**config.mk**
```make
export PLATFORM = sky130hd
export DESIGN_NAME = horner_sequencer
export DESIGN_NICKNAME = d
export VERILOG_FILES = /design/src/rtl/poly_pkg.sv /design/src/rtl/horner_mac.sv /design/src/rtl/horner_sequencer.sv
export SDC_FILE = /design/constraint.sdc
export NUM_CORES = 1
export LEC_CHECK = 0
export ABC_AREA = 1
export BUFFER_PORTS_ARGS = -buffer_cell sky130_fd_sc_hd__buf_2
export CORE_ASPECT_RATIO = 2
export CORE_UTILIZATION = 32
export DETAILED_ROUTE_END_ITERATION = 16
export PLACE_DENSITY = 0.47
export SKIP_LAST_GASP = 1
export SLEW_MARGIN = 20
export SYNTH_ARGS = -nofsm -noshare
export SYNTH_HDL_FRONTEND = slang
export SYNTH_HIERARCHICAL = 1
export SYNTH_SLANG_ARGS = --single-unit
export TNS_END_PERCENT = 30
```
**constraint.sdc**
```tcl
create_clock -name clock -period 6 [get_ports clock]
set_input_delay 1.2 -clock clock [delete_from_list [all_inputs] [get_ports clock]]
set_output_delay 1.2 -clock clock [all_outputs]
set_load 0.03 [all_outputs]
```
**src/rtl/poly_pkg.sv**
```systemverilog
// poly_pkg: shared FSM encoding and default sizing for the Horner evaluator
package poly_pkg;
  localparam int WIDTH_D = 16;
  localparam int DEGREE_MAX_D = 7;
  localparam int ADDR_W_D = 3;
  localparam logic [1:0] IDLE = 2'd0;
  localparam logic [1:0] FETCH = 2'd1;
  localparam logic [1:0] ACC = 2'd2;
  localparam logic [1:0] DONE = 2'd3;
endpackage

```
**src/rtl/horner_mac.sv**
```systemverilog
// horner_mac: one Horner step, acc*x+coef truncated to WIDTH, or coef alone on the first step
module horner_mac import poly_pkg::*; #(
  parameter int WIDTH = WIDTH_D
) (
  input  logic [WIDTH-1:0] acc,
  input  logic [WIDTH-1:0] x,
  input  logic [WIDTH-1:0] coef,
  input  logic             first,
  output logic [WIDTH-1:0] y
);
  assign y = first ? coef : acc * x + coef;
endmodule

```
**src/rtl/horner_sequencer.sv**
```systemverilog
// horner_sequencer: evaluates a polynomial by Horner's rule, fetching one coefficient per step
module horner_sequencer import poly_pkg::*; #(
  parameter int WIDTH = WIDTH_D,
  parameter int DEGREE_MAX = DEGREE_MAX_D,
  parameter int ADDR_W = ADDR_W_D
) (
  input  logic              clock,
  input  logic              reset,
  input  logic              start,
  input  logic [ADDR_W-1:0] degree,
  input  logic [WIDTH-1:0]  x,
  output logic              busy,
  output logic              coef_rd,
  output logic [ADDR_W-1:0] coef_addr,
  input  logic [WIDTH-1:0]  coef_data,
  output logic [WIDTH-1:0]  result,
  output logic              result_valid,
  input  logic              result_ready
);
  localparam logic [ADDR_W-1:0] DMAX = ADDR_W'(DEGREE_MAX);
  logic [1:0] state, next;
  logic [ADDR_W-1:0] k;
  logic [WIDTH-1:0] acc, xr, res, mac;
  logic first;
  horner_mac #(.WIDTH(WIDTH)) u_mac (.acc(acc), .x(xr), .coef(coef_data), .first(first), .y(mac));
  assign busy = state != IDLE;
  assign coef_rd = state == FETCH;
  assign coef_addr = k;
  assign result_valid = state == DONE;
  assign result = res;
  // next-state selection; start only matters in IDLE
  always_comb begin
    next = state == IDLE  ? (start ? FETCH : IDLE) :
           state == FETCH ? ACC :
           state == ACC   ? (k == '0 ? DONE : FETCH) :
                            (result_ready ? IDLE : DONE);
  end
  // state, operand latch, coefficient index and accumulator/result registers
  always_ff @(posedge clock) begin
    if (reset) begin
      state <= IDLE;
      k <= '0;
      acc <= '0;
      xr <= '0;
      res <= '0;
      first <= 1'b0;
    end else begin
      state <= next;
      if (state == IDLE && start) begin
        xr <= x;
        k <= degree > DMAX ? DMAX : degree;
        first <= 1'b1;
      end
      if (state == ACC) begin
        acc <= mac;
        first <= 1'b0;
        if (k == '0) res <= mac;
        else k <= k - 1'b1;
      end
    end
  end
endmodule

```
## Word level (Yosys, flattened, before mapping)

Cells that the tools add are included.
Widths: inputs -> output; s select.

- Muxes and demuxes: 11
- Multipliers: 1
- Add/subtract/negate cells: 2
- Eq/ne operators: 3
- $lt $le $gt $ge: 1
- Reduce and logical (&&, ||, !) cells: 6

Operators by type and width:

| kind | number |
|---|---|
| $add 16x16->16 | 1 |
| $mul 16x16->16 | 1 |
| $mux 16 | 1 |
| $mux 3 | 4 |
| $mux 2 | 5 |
| $eq 2x2->1 const B | 2 |
| $gt 3x3->1 const B | 1 |
| $logic_not 3->1 | 1 |
| $sub 3x1->3 const B | 1 |
| $eq 2x1->1 const B | 1 |
| $logic_not 2->1 | 1 |
| $reduce_and 2->1 | 1 |
| $reduce_bool 2->1 | 1 |
| $reduce_or 2->1 | 1 |
| $logic_and 1x1->1 | 1 |
| $mux 1 | 1 |

- Logic and storage cells: 30
- Output and inout bits: 22
- Register bits: 54
- Bits of input ports: 39

## Longest topological paths before layout

- Depth in word-level cells: 5
- Mapped depth: 29
- Mapped depth without buffers: 27

## Cells and area by module

Netlist, hierarchy kept.

By module, submodules not included:

| module | seq. area each (sq um) | instances | cells each | area an instance (sq um) |
|---|---|---|---|---|
| horner_mac | 0.0 | 1 | 770 | 5,067.4 |
| horner_sequencer | 1,081.0 | 1 | 272 | 2,052.0 |

## Worst setup path after synthesis

OpenSTA, ideal clock, no wires.

- Kind: register -> register
- From: register xr[1]
- To: register acc[15]
- Stages on the path, launching flop included: 26
- Arrival time: 5,202 ps
- Data required time: 5,884 ps
- Setup slack: 682 ps
- Period minus slack after synthesis: 5,318 ps
- Path buffers: 2
- Setup time: 116 ps
- Cells stage by stage: dfxtp_1 > buf_2 > clkbuf_1 > nand2_1 > fa_1 > fa_1 > inv_1 > fa_1 > fa_1 > fa_1 > inv_1 > fa_1 > inv_1 > ha_1 > inv_1 > o21bai_1 > nor2_1 > nand3_1 > nand2_1 > nand2_1 > a21oi_1 > nand3_1 > nand3_1 > nand2_1 > o21ai_0 > nor2_1

- Longest elaborated chain between the ends: 3

RTL lines:

| element | line | text |
|---|---|---|
| start: declaration | horner_sequencer.sv:23 | `logic [WIDTH-1:0] acc, xr, res, mac;` |
| start signal: assignment | horner_sequencer.sv:44 | `xr <= '0;` |
| start signal: assignment | horner_sequencer.sv:50 | `xr <= x;` |
| $mul 16x16->16 | horner_mac.sv:11 | `assign y = first ? coef : acc * x + coef;` |
| $add 16x16->16 | horner_mac.sv:11 |  |
| $mux 16 | horner_mac.sv:11 |  |
| net mac[15] | horner_sequencer.sv:23 |  |
| end signal: assignment | horner_sequencer.sv:55 | `acc <= mac;` |
| end: declaration | horner_sequencer.sv:23 |  |

The timed path passes the listed nets, and every way through them passes these cells.
A chain may end at the register's enable or synchronous reset.

## Final worst setup path

- From: register acc[11]
- To: register res[14], in the netlist result[14]

- Longest elaborated chain between the ends: 3

RTL lines:

| element | line | text |
|---|---|---|
| $mul 16x16->16 | horner_mac.sv:11 |  |
| $add 16x16->16 | horner_mac.sv:11 |  |
| $mux 16 | horner_mac.sv:11 |  |
| net mac[14] | horner_sequencer.sv:23 |  |
| end signal: assignment | horner_sequencer.sv:57 | `if (k == '0) res <= mac;` |
| end: declaration | horner_sequencer.sv:23 |  |

The timed path passes the listed nets, and every way through them passes these cells.

==> flow_summary_export.csv <==
group,metric,value,unit
run_status,status,"finished clean",
grt,first_global_vias,6265,
critical_path,worstReg2RegEnd,"result[14]$_SDFFE_PP0P_",
synthesis,yosysUniqueCellTypes,32,
floorplan,start_util,32.8,%
critical_path,critical_path_class,"register to register",
grt,antenna_found_initial,0,
synthesis,ys_async_sr_fraction,0,%
synthesis,syn_nets,1229,
timing,fin_setup_tns,0,ns
detailed_routing,drc,0,
detailed_routing,drtPass1Iterations,5,
critical_path,cp-start-kind,"register",
synthesis,synth_enable_flop_cells,0,
grt,grt_pass1_wl,32900,um
cells_and_area,layout-drive-gt1-share,10.3,%
grt,grt_start_max_net_pins,53,
placed_design,hpwl,17400,um
timing,period_share,96.0,%
critical_path,crit_slowest_cell,"fa_1",
cells_and_area,antenna_cells,0,
synthesis,yosys_register_bits,54,
cells_and_area,final_common_cell,"inv_1",
cts,cts_root_buf,"clkbuf_16",
critical_path,cp.required,6.24,ns
critical_path,cp_max_fo,7,
critical_path,worstRegToRegCells,20,
detailed_routing,wl_per_cell,15.0,um
placed_design,gp_congestion,0.822,
detailed_routing,first_iter_violations,224,
timing,setup_viol,0,
floorplan,core,21700,um2
critical_path,reg2reg_from,"acc[11]$_SDFFE_PP0P_",
timing,max_freq,0.174,GHz
detailed_routing,vias,6192,
worst_hold_path,holdPathEnd,"result[2]$_SDFFE_PP0P_",
cts,cts_tree,"yes",
cts,clock_path_buffers,2,
cts,cts_buffers,5,
cts,htree_levels,2,
timing,hold_viol,0,
worst_hold_path,min_from,"result[2]$_SDFFE_PP0P_",
floorplan,chipWidth,107,um
floorplan,rows,76,
cts,cts_setup_buffers,0,
floorplan,die_height,213,um
critical_path,worstSetupEndpointType,"register",
synthesis,syn_inst,1042,
critical_path,crit_family,"adder cells",
cts,clock-sinks,54,
synthesis,syn_avg_cell_area,6.83,um2
critical_path,crit_chain,"nand2_1 > fa_1 > fa_1 > inv_1 > fa_1 > fa_1 > fa_1 > inv_1 > fa_1 > inv_1 > ha_1 > inv_1 > nor3_1 > nand3_1 > nand4_1 > xor2_1 > nand2_1 > o21ai_0 > o21ai_0 > nor2_1",
critical_path,r2r_slack,0.24,ns
floorplan,pin_count,61,
floorplan,dieArea,22900,um2
synthesis,yosys_warnings,6,
grt,gr-usage-all-layers,19.1,%
timing,timing.final.ws_setup,0.243,ns
placed_design,place_worst_setup_slack,0.158,ns
timing,slew_headroom,61.1,%
timing,drv_slew,0,
cells_and_area,most-common-layout-cells,"inv_1 (267), nand2_1 (264), nor2_1 (115)",
timing,period_needed,5.76,ns
detailed_routing,wl,20600,um
cells_and_area,area_growth,10.9,%
cts,cts.clk_slew.worst_paths,0.08,ns
cells_and_area,fill_cells,2454,
detailed_routing,antenna_left,0,
power_and_ir_drop,cellPowerDensity,170,nW/um2
power_and_ir_drop,power,1.34,mW
critical_path,path_common_cell,"fa_1",
grt,overflow,0,
synthesis,synthesis.area,7120,um2
timing,fin_skew,0.00983,ns
power_and_ir_drop,peakVddDrop,0.134,mV
placed_design,portBuffers,60,
timing,worst_slew_pin_slew,0.582,ns
power_and_ir_drop,p_leak,4.63,nW
cells_and_area,final_nets,1281,
cts,clock_latency,0.30,ns
worst_hold_path,min-delay-path-class,"register to register",
critical_path,crit_buf_inv,4,
detailed_routing,vias_per_cell,4.53,
timing,rsz0062_at_grt,"no",
synthesis,ys_seq_area_share,15.2,%
worst_hold_path,min_path_cells,2,
run,max-cap-violations,0,
critical_path,cp_slowest_stage_delay,0.56,ns
critical_path,worstPathArrival,6.00,ns
synthesis,synthFlopType,"dfxtp_1",
[state kept, by name, indices dropped and copies added, names as in the netlist]
signal,flops
acc,16
result,16
xr,16
coef_addr,3
state,2
first,1
[how the worst max path moves through the flow]
stage | depth (start not counted) | endpoint | from | slack (ns)
2_1_floorplan | 25 | acc[15]$_SDFFE_PP0P_ | xr[1]$_SDFFE_PP0N_ | 0.68
3_3_place_gp | 23 | acc[14]$_SDFFE_PP0P_ | xr[4]$_SDFFE_PP0N_ | 0.12
3_5_place_dp | 23 | result[14]$_SDFFE_PP0P_ | xr[4]$_SDFFE_PP0N_ | 0.16
4_1_cts | 23 | result[14]$_SDFFE_PP0P_ | xr[4]$_SDFFE_PP0N_ | 0.11
5_1_grt | 22 | acc[14]$_SDFFE_PP0P_ | acc[8]$_SDFFE_PP0P_ | 0.02
6_report | 20 | result[14]$_SDFFE_PP0P_ | acc[11]$_SDFFE_PP0P_ | 0.24
[cell families after synthesis]
| family | synth area share (%) |
|---|---|
| flops | 15.2 |
| buf+inv | 17.5 |
| xor+xnor | 0.492 |
| simple gates | 24.8 |
| compound gates | 6.08 |
| fa+ha+maj | 35.9 |
[worst reg2reg max path, delay by kind of cell (launching register included)]
kind	cells	cell delay, ns
adders and majority gates	7	3.46
and+or+nand+nor	6	1.02
DFF	1	0.54
AOI/OAI and AO/OA	2	0.28
buffers and inverters	4	0.25
xor gates and xnor gates	1	0.16
[final cells by class]
class / instances / area, um2 / share of cell area [%]
clock buffers: 5 / 125 / 1.58
repair buffers: 83 / 473 / 5.99
clock inverters: 3 / 47.5 / 0.602
multi-input cells: 676 / 4790 / 60.7
flip-flops and latches: 54 / 1080 / 13.7
well taps: 273 / 342 / 4.33
inverters: 274 / 1030 / 13.1
[synth_stat cells, drive strengths merged (2+ instances only)]
master  number  area share [%]
a21oi       15             1.1
buf         20             2.1
clkbuf      18            0.97
clkinv       2            0.12
dfxtp       54              15
fa          94              26
ha          54             9.5
inv        272              14
nand2      273              15
nand3       42             3.0
nand3b       2            0.21
nand4        2            0.18
nor2       118             6.5
nor3         2            0.14
o21ai       66             4.6
o22ai        2            0.18
xor2         4            0.49
[report_power, final]
| part | internal, mW | switching, mW |
|---|---|---|
| Sequential | 0.387 | 0.0472 |
| Clock | 0.200 | 0.148 |
| Combinational | 0.195 | 0.365 |
| Total | 0.781 | 0.560 |
[metrics by stage]
step                      hold WS (ns)  utilization (%)  cells  cell area (um2)
after floorplan                  0.449                -   1042             7120
after global placement           0.463             35.6   1360             7720
after detailed placement         0.475             35.6   1360             7720
after CTS                        0.492             36.4   1368             7890
after global routing             0.513             36.4   1368             7900
final                            0.486             36.4   1368             7900
[metal layers]
layer	part of all wire [%]	routed length [um]	track usage, %
met1	37	7650	20.4
met2	58	11900	39.0
met5	0	0	0
met4	2.5	506	6.00
met3	2.4	497	1.01
[timing repair]
item	in CTS	in global routing
hold buffers	0	0
setup endpoints to repair	0	2
gates resized for setup	0	3
(Power assumes the default switching activity.)
